**src/rtl/mux_e_somador_pkg.sv**
```systemverilog
// Shared constants for the mux-and-add stage: default operand width and
// the select encodings for the 2:1 operand multiplexer.
package mux_e_somador_pkg;

  localparam int DEF_WIDTH = 4;

  localparam logic SEL_B = 1'b0;
  localparam logic SEL_C = 1'b1;

endpackage : mux_e_somador_pkg

```
**src/rtl/mux_e_somador_if.sv**
```systemverilog
// Operand/result bundle for mux_e_somador. The master drives operands and
// observes results; the slave is the datapath stage itself.
interface mux_e_somador_if #(
  parameter int WIDTH = mux_e_somador_pkg::DEF_WIDTH
) ();

  logic             in_valid;
  logic [WIDTH-1:0] a;
  logic [WIDTH-1:0] b;
  logic [WIDTH-1:0] c;
  logic             sel;
  logic [WIDTH-1:0] res;
  logic             carry;
  logic             out_valid;

  modport master (
    output in_valid, a, b, c, sel,
    input  res, carry, out_valid
  );

  modport slave (
    input  in_valid, a, b, c, sel,
    output res, carry, out_valid
  );

endinterface : mux_e_somador_if

```
**src/rtl/mux_e_somador_mux2.sv**
```systemverilog
// Combinational 2:1 operand selector; the unselected input never reaches
// the output, so unknowns on it cannot leak downstream.
module mux_e_somador_mux2
  import mux_e_somador_pkg::*;
#(
  parameter int WIDTH = DEF_WIDTH
) (
  input  logic [WIDTH-1:0] in0_i,
  input  logic [WIDTH-1:0] in1_i,
  input  logic             sel_i,
  output logic [WIDTH-1:0] out_o
);

  always_comb begin
    out_o = in0_i;
    if (sel_i == SEL_C) begin
      out_o = in1_i;
    end
  end

endmodule : mux_e_somador_mux2

```
**src/rtl/mux_e_somador.sv**
```systemverilog
// Registered res = a + (sel ? c : b) with carry-out; 1-cycle latency,
// back-to-back throughput, no backpressure. res/carry hold when idle.
module mux_e_somador
  import mux_e_somador_pkg::*;
#(
  parameter int WIDTH = DEF_WIDTH
) (
  input  logic              clk,
  input  logic              rst,
  mux_e_somador_if.slave    bus
);

  logic [WIDTH-1:0] op;
  logic [WIDTH:0]   sum_d;
  logic [WIDTH-1:0] res_q;
  logic             carry_q;
  logic             out_valid_q;

  mux_e_somador_mux2 #(
    .WIDTH (WIDTH)
  ) u_mux2 (
    .in0_i (bus.b),
    .in1_i (bus.c),
    .sel_i (bus.sel),
    .out_o (op)
  );

  // Extra MSB of the zero-extended sum is the carry-out.
  assign sum_d = {1'b0, bus.a} + {1'b0, op};

  always_ff @(posedge clk or posedge rst) begin
    if (rst) begin
      res_q       <= '0;
      carry_q     <= 1'b0;
      out_valid_q <= 1'b0;
    end else begin
      out_valid_q <= bus.in_valid;
      if (bus.in_valid) begin
        res_q   <= sum_d[WIDTH-1:0];
        carry_q <= sum_d[WIDTH];
      end
    end
  end

  assign bus.res       = res_q;
  assign bus.carry     = carry_q;
  assign bus.out_valid = out_valid_q;

endmodule : mux_e_somador

```
**src/flat_wrapper.sv**
```systemverilog
// flat-port wrapper written by rule: the top's interface ports become plain ports
module mux_e_somador_flat import mux_e_somador_pkg::*;
#(
  parameter int WIDTH = DEF_WIDTH
)
  (clk, rst, bus_in_valid, bus_a, bus_b, bus_c, bus_sel, bus_res, bus_carry, bus_out_valid);
  mux_e_somador_if #(.WIDTH(WIDTH)) bus_i ();
  input  logic clk;
  input  logic rst;
  input wire logic [$bits(bus_i.in_valid)-1:0] bus_in_valid;
  input wire logic [$bits(bus_i.a)-1:0] bus_a;
  input wire logic [$bits(bus_i.b)-1:0] bus_b;
  input wire logic [$bits(bus_i.c)-1:0] bus_c;
  input wire logic [$bits(bus_i.sel)-1:0] bus_sel;
  output wire logic [$bits(bus_i.res)-1:0] bus_res;
  output wire logic [$bits(bus_i.carry)-1:0] bus_carry;
  output wire logic [$bits(bus_i.out_valid)-1:0] bus_out_valid;
  assign bus_i.in_valid = bus_in_valid;
  assign bus_i.a = bus_a;
  assign bus_i.b = bus_b;
  assign bus_i.c = bus_c;
  assign bus_i.sel = bus_sel;
  assign bus_res = bus_i.res;
  assign bus_carry = bus_i.carry;
  assign bus_out_valid = bus_i.out_valid;
  mux_e_somador #(.WIDTH(WIDTH)) u_core (.clk(clk), .rst(rst), .bus(bus_i));
endmodule
```
**config.mk**
```make
export PLATFORM = sky130hd
export DESIGN_NAME = mux_e_somador_flat
export DESIGN_NICKNAME = d
export VERILOG_FILES = /design/src/rtl/mux_e_somador_pkg.sv /design/src/rtl/mux_e_somador_if.sv /design/src/rtl/mux_e_somador_mux2.sv /design/src/rtl/mux_e_somador.sv /design/src/flat_wrapper.sv
export SDC_FILE = /design/constraint.sdc
export NUM_CORES = 1
export LEC_CHECK = 0
export CORE_AREA = 4 4 41 43
export CTS_CLUSTER_DIAMETER = 200
export DETAILED_ROUTE_END_ITERATION = 12
export DIE_AREA = 0 0 45 47
export PLACE_DENSITY = 0.66
export SETUP_SLACK_MARGIN = 0.02
export SLEW_MARGIN = 20
export SYNTH_ARGS = -nofsm -noshare
export SYNTH_HDL_FRONTEND = slang
export SYNTH_SLANG_ARGS = --single-unit
export TNS_END_PERCENT = 30
```
**constraint.sdc**
```tcl
create_clock -name clk -period 1.1 [get_ports clk]
set_clock_uncertainty 0.15 [all_clocks]
set_input_delay 0.11 -clock clk [delete_from_list [all_inputs] [get_ports clk]]
set_output_delay 0.11 -clock clk [all_outputs]
set_load 0.01 [all_outputs]
```
==> results.cfg, run 1 <==
[die]
boundaryPins = 22
dieArea_um2 = 2115
start_util_pct = 32.31
fp.dieW_um = 45
fp.dieH_um = 47
coreArea_um2 = 1301
row_count = 13

[detailed_routing]
drt_iter0_markers = 0
via_count = 377
routed_wl_um = 1039
drc = 0
firstDrtPassIters = 1
wire_per_inst_um = 12.52
ant_nets = 0
viasPerCell = 4.542

[setup_path]
slowest_delay_ps = 380
cp_max_fo = 4
worst_setup_path_start_kind = primary input
crit_arrival_ps = 1370
r2r-start = u_core.bus.res[3]
r2r_slack_ps = 150
slowest_stage = fa_2
critPathMostFrequentCell = mux2_4
path_class = primary input to flop
required_ps = 1070
crit_chain = buf_8, mux2_4, ha_4, inv_2, fa_2, xnor2_2, mux2_4
rr_endpoint = u_core.bus.res[3]
end_kind = flop
r2r_cells = 3

[status]
violations = setup timing
status = finished, violations left

[logic_synthesis]
synthesis.instances = 37
ys_types = 19
yosys_warnings = 0
yosysTopAreaCellShare_pct = 35.71
synthesis.nets = 58
syn_area_um2 = 420.4
avgSynthCellArea_um2 = 11.36
yosysTopAreaCell = dfrtp_1
ys_top_cells_by_area = dfrtp_1 (36%), mux2_2 (13%), ha_1 (12%)
ys_seq_area_share_pct = 35.71
ys_seq_elements = 6

[sta]
fin_setup_tns_ps = -839.2
setup_viol = 4
period_minus_slack_ps = 1396
finalMaxSlewViolations = 0
setup_slack_ps = -296.1
worst_pin_slew_ps = 223.4
relSlewSlack_pct = 84.87
clock.fmax_mhz = 716.3
hold_viol_final = 0
period_share_pct = 126.9
rsz0062_at_grt = true

[hold_path]
hold_depth = 4
min_to = u_core.bus.res[0]
min-delay-start = bus_b[0]
hp-class = primary input to flop

[global_route]
grt_overflow = 0
antenna_found_initial = 0
grt_max_degree = 9
grt_usage_pct = 12.06
grt_pass1_wl_um = 1711
first_global_vias = 378

[layout]
area_delta_synth_final_pct = 78.57
fillers = 127
layout_common_cells = buf_2 (10), buf_4 (6), dfrtp_1 (6)
nets = 91
final_area_um2 = 750.7
diodes = 0
final_common_cell = buf_2
layout-drive-gt1-share_pct = 51.47
final_util_pct = 57.69

[flow_run]
drv_cap = 0

[placed_design]
placed_area_um2 = 679.4
io_buffer_count = 21
dp.final_hpwl_um = 757
dp_slack_ps = -1044
gp_congestion = 0.7005

[power_and_ir_drop]
peakVddDrop_mv = 0.5096
finalPower_uw = 810.1
p_leak_nw = 0.3679
power.density_nw_per_um2 = 1079

[clocking]
clock_latency_ps = 240
h-tree-depth = 1
cts_max_path_buffers = 2
clockRootBuffer = clkbuf_4
cts_sinks = 6
clk_pin_slew_worst_paths_ps = 40
cts_buffers = 3
cts_tree = yes
==> layout make-up <==
cell class	count	area, um^2	area share [%]
tap	15	18.77	2.500
multi-input combinational	24	311.5	41.50
clock buffer	3	22.52	3.000
inverter	6	22.52	3.000
sequential	6	150.1	20.00
timing repair buffer	29	225.2	30.00
==> worst max-delay path, delay by kind of cell <==
family                     cells  cell delay (ps)
muxes                          2              450
xor gates and xnor gates       1              140
adders and majority gates      2              510
buffers and inverters          2              140
==> flip-flops by register name (all words and copies together), names as in the netlist <==
signal / cells
u_core.bus.out_valid: 1
u_core.bus.carry: 1
u_core.bus.res: 4
==> per-stage QoR <==
| step | cells | hold slack, ps |
|---|---|---|
| 2_1_floorplan | 37 | -249.0 |
| 3_3_place_gp | 75 | 194.5 |
| 3_5_place_dp | 75 | 187.6 |
| 4_1_cts | 83 | 218.1 |
| 5_1_grt | 83 | 234.2 |
| 6_report | 83 | 229.0 |
==> power by group <==
group | internal, mW | leakage, nW | switching, mW | total [mW]
clock | 0.123 | 0.0138 | 0.0731 | 0.196
sequential | 0.262 | 0.0701 | 0.0197 | 0.282
combinational | 0.198 | 0.284 | 0.134 | 0.332
==> cell families after synthesis <==
logic type,count (synthesis),synth area share (%)
XOR/XNOR,1,2.084
multiplexers,7,18.15
AND/OR/NAND/NOR,6,10.42
flip-flops,6,35.71
AO/OA/AOI/OAI,5,8.930
adder cells (fa/ha/maj),5,16.67
buffers and inverters,7,8.035
==> Yosys cell counts <==
cell	n
inv_1	6
nor2b_1	1
nand2_4	1
nand4b_1	1
buf_6	1
nand3b_1	1
nor2_1	1
o311ai_1	1
mux2i_1	2
fa_1	1
dfrtp_1	6
nand2b_1	1
a31oi_1	1
ha_1	4
o311a_1	1
o21ai_0	1
a21o_1	1
mux2_2	5
xnor2_1	1
==> repair_timing <==
action                                  in CTS  in global routing
buffers inserted                             4                  0
pin swaps                                    8                  1
gates resized for setup                     62                  0
gates cloned                                 0                  0
hold buffers                                 1                  0
endpoints found under the setup margin      11                  4
endpoints found under the hold margin        6                  0
==> routing by layer <==
metal / vias up / GRT usage, % / part of all wire, %
li1: 192 / - / -
met1: 172 / 15.49 / 46
met2: 11 / 17.23 / 46
met3: 2 / 5.747 / 7.0
met4: 0 / 5.263 / 0.96
met5: - / 0 / 0
==> worst max-delay path by stage <==
stage / start / endpoint / slack, ps
2_1_floorplan: bus_sel / u_core.bus.res[2] / -370
3_3_place_gp: bus_sel / u_core.bus.res[2] / -1010
3_5_place_dp: bus_sel / u_core.bus.res[2] / -1040
4_1_cts: bus_sel / u_core.bus.res[2] / -290
5_1_grt: bus_sel / u_core.bus.res[2] / -310
6_report: bus_sel / u_core.bus.res[2] / -300
No activity file was read; power rests on OpenSTA's default activity.
==> run 2: changes to the inputs <==
--- a/config.mk
+++ b/config.mk
@@ -5,10 +5,12 @@
 export SDC_FILE = /design/constraint.sdc
 export NUM_CORES = 1
 export LEC_CHECK = 0
+export CAP_MARGIN = 10
 export CORE_AREA = 4 4 41 43
 export CTS_CLUSTER_DIAMETER = 200
 export DETAILED_ROUTE_END_ITERATION = 12
 export DIE_AREA = 0 0 45 47
+export HOLD_SLACK_MARGIN = 0.12
 export PLACE_DENSITY = 0.66
 export SETUP_SLACK_MARGIN = 0.02
 export SLEW_MARGIN = 20
==> results of run 2 <==
Same layout as run 1: the final DEF is identical, and so are final timing and power.
==> run 3: changes to the inputs <==
--- a/config.mk
+++ b/config.mk
@@ -10,8 +10,8 @@
 export CTS_CLUSTER_DIAMETER = 200
 export DETAILED_ROUTE_END_ITERATION = 12
 export DIE_AREA = 0 0 45 47
+export DONT_BUFFER_PORTS = 1
 export HOLD_SLACK_MARGIN = 0.12
-export PLACE_DENSITY = 0.66
 export SETUP_SLACK_MARGIN = 0.02
 export SLEW_MARGIN = 20
 export SYNTH_ARGS = -nofsm -noshare
==> run 3 against run 2 <==
Compared with the run above: the flow finishes with violations (hold timing, setup timing); combinational power fell by 36%; maximum frequency up 13%; setup slack better by 160 ps; critical path type unchanged.
==> results.cfg, run 3 (same netlist as run 1, synthesis figures left out) <==
[setup_path]
cp_max_fo = 4
crit_chain = mux2_4, ha_4, inv_2, fa_2, xnor2_2, mux2_4
path_class = primary input to flop
worst_setup_path_start_kind = primary input
crit_arrival_ps = 1220
cp_top_family = adder cells
slowest_delay_ps = 350
end_kind = flop
required_ps = 1080
crit_buf_inv = 1
slowest_stage = fa_2
critPathMostFrequentCell = mux2_4

[die]
fp.dieH_um = 47
coreArea_um2 = 1301
fp.dieW_um = 45
row_count = 13
start_util_pct = 32.31
boundaryPins = 22
dieArea_um2 = 2115

[status]
status = finished, violations left
violations = hold timing, setup timing

[clocking]
h-tree-depth = 1
cts_tree = yes
cts_sinks = 6
clockRootBuffer = clkbuf_4
clock_latency_ps = 250
cts_max_path_buffers = 2
cts_buffers = 3
ctsHoldBuffers = 1
clk_pin_slew_worst_paths_ps = 50

[sta]
clock.fmax_mhz = 806.1
rsz0062_at_grt = true
setup_slack_ps = -140.5
period_share_pct = 112.8
period_minus_slack_ps = 1240
setup_viol = 4
hold_slack_ps = -260.2
finalMaxSlewViolations = 0
worst_pin_slew_ps = 221.8
hold_viol_final = 6
relSlewSlack_pct = 85.20

[layout]
largest_reg_flops = 4
layout-drive-gt1-share_pct = 42.86
final_util_pct = 41.35
diodes = 0
layout_common_cells = dfrtp_1 (6), inv_1 (5), mux2_2 (3), ha_4 (3), clkbuf_4 (3)
area_delta_synth_final_pct = 27.98
nets = 65
final_common_cell = dfrtp_1

[detailed_routing]
drc = 0
firstDrtPassIters = 2
drt_iter0_markers = 2
routed_wl_um = 935
via_count = 291
viasPerCell = 5.105
ant_nets = 0
wire_per_inst_um = 16.40

[global_route]
grt_max_degree = 11
antenna_found_initial = 0
grt_usage_pct = 9.308
grt_pass1_wl_um = 1304
grt_overflow = 0
first_global_vias = 309

[power_and_ir_drop]
p_leak_nw = 0.2427
power.density_nw_per_um2 = 1347
peakVddDrop_mv = 0.6621

[placed_design]
io_buffer_count = 0
gp_congestion = 0.7819

[hold_path]
hp-class = primary input to flop

[flow_run]
drv_cap = 0
[run 3: changes by cell type in the layout (fill, tap and decap cells not counted), moves of 2 or more]
| cell | previous run | this run |
|---|---|---|
| mux2_4 | 4 | 2 |
| dlygate4sd2_1 | 5 | 0 |
| clkdlybuf4s50_1 | 3 | 0 |
| clkdlybuf4s15_1 | 2 | 0 |
| buf_4 | 6 | 2 |
| buf_2 | 10 | 0 |
| mux2_2 | 1 | 3 |
[run 3: final timing paths]
| path | startpoint | end | slack [ps] | cells after the start |
|---|---|---|---|---|
| setup / recovery | bus_sel | u_core.bus.res[2] | -140 | 6 |
| hold / removal | bus_in_valid | u_core.bus.out_valid | -260 | 0 |
| setup reg to reg | u_core.bus.res[3] | u_core.bus.res[3] | 100 | 3 |
| hold reg to reg | u_core.bus.res[1] | u_core.bus.res[1] | 430 | 2 |
| max in group asynchronous | rst | u_core.bus.res[3] | 550 | 2 |
| min in group asynchronous | rst | u_core.bus.out_valid | 60 | 2 |
[run 3: where the power goes]
group	total, mW	internal, mW	switching, mW
Sequential	0.304	0.262	0.0418
Combinational	0.212	0.128	0.0846
Clock	0.208	0.124	0.0845
[run 3: layer usage]
layer  track usage (%)  vias to the layer above  routed length, um
li1                  -                      140                  -
met1             7.657                      137                299
met2             16.38                       12                513
met3             7.663                        2                115
met4             3.509                        0                  6
met5                 0                        -                  0
[run 3: final cells by class]
type                    instances  area [um^2]
inverters                       6        22.52
clock buffers                   3        22.52
multi-input cells              24        299.0
well taps                      15        18.77
fillers                       135        763.2
flip-flops and latches          6        150.1
repair buffers                  3        25.02
[run 3: what timing repair did]
action / 4_1_cts / 5_1_grt
endpoints found under the setup margin: 4 / 4
buffers inserted: 0 / 0
gates resized for setup: 4 / 2
endpoints found under the hold margin: 12 / 12
pin swaps: 3 / 1
[run 3: stage by stage]
step                instance area, um^2  total power [mW]  cells  worst slack [ps]  setup TNS, ps
floorplan                         439.2            0.4363     37            -374.0          -1236
global placement                  461.7            0.4692     53            -411.9          -1414
detailed placement                461.7            0.4779     53            -425.9          -1509
CTS                               523.0            0.7156     57            -138.2         -271.7
global route                      538.0            0.7732     57            -158.8         -356.3
finish                            538.0            0.7248     57            -140.5         -275.2
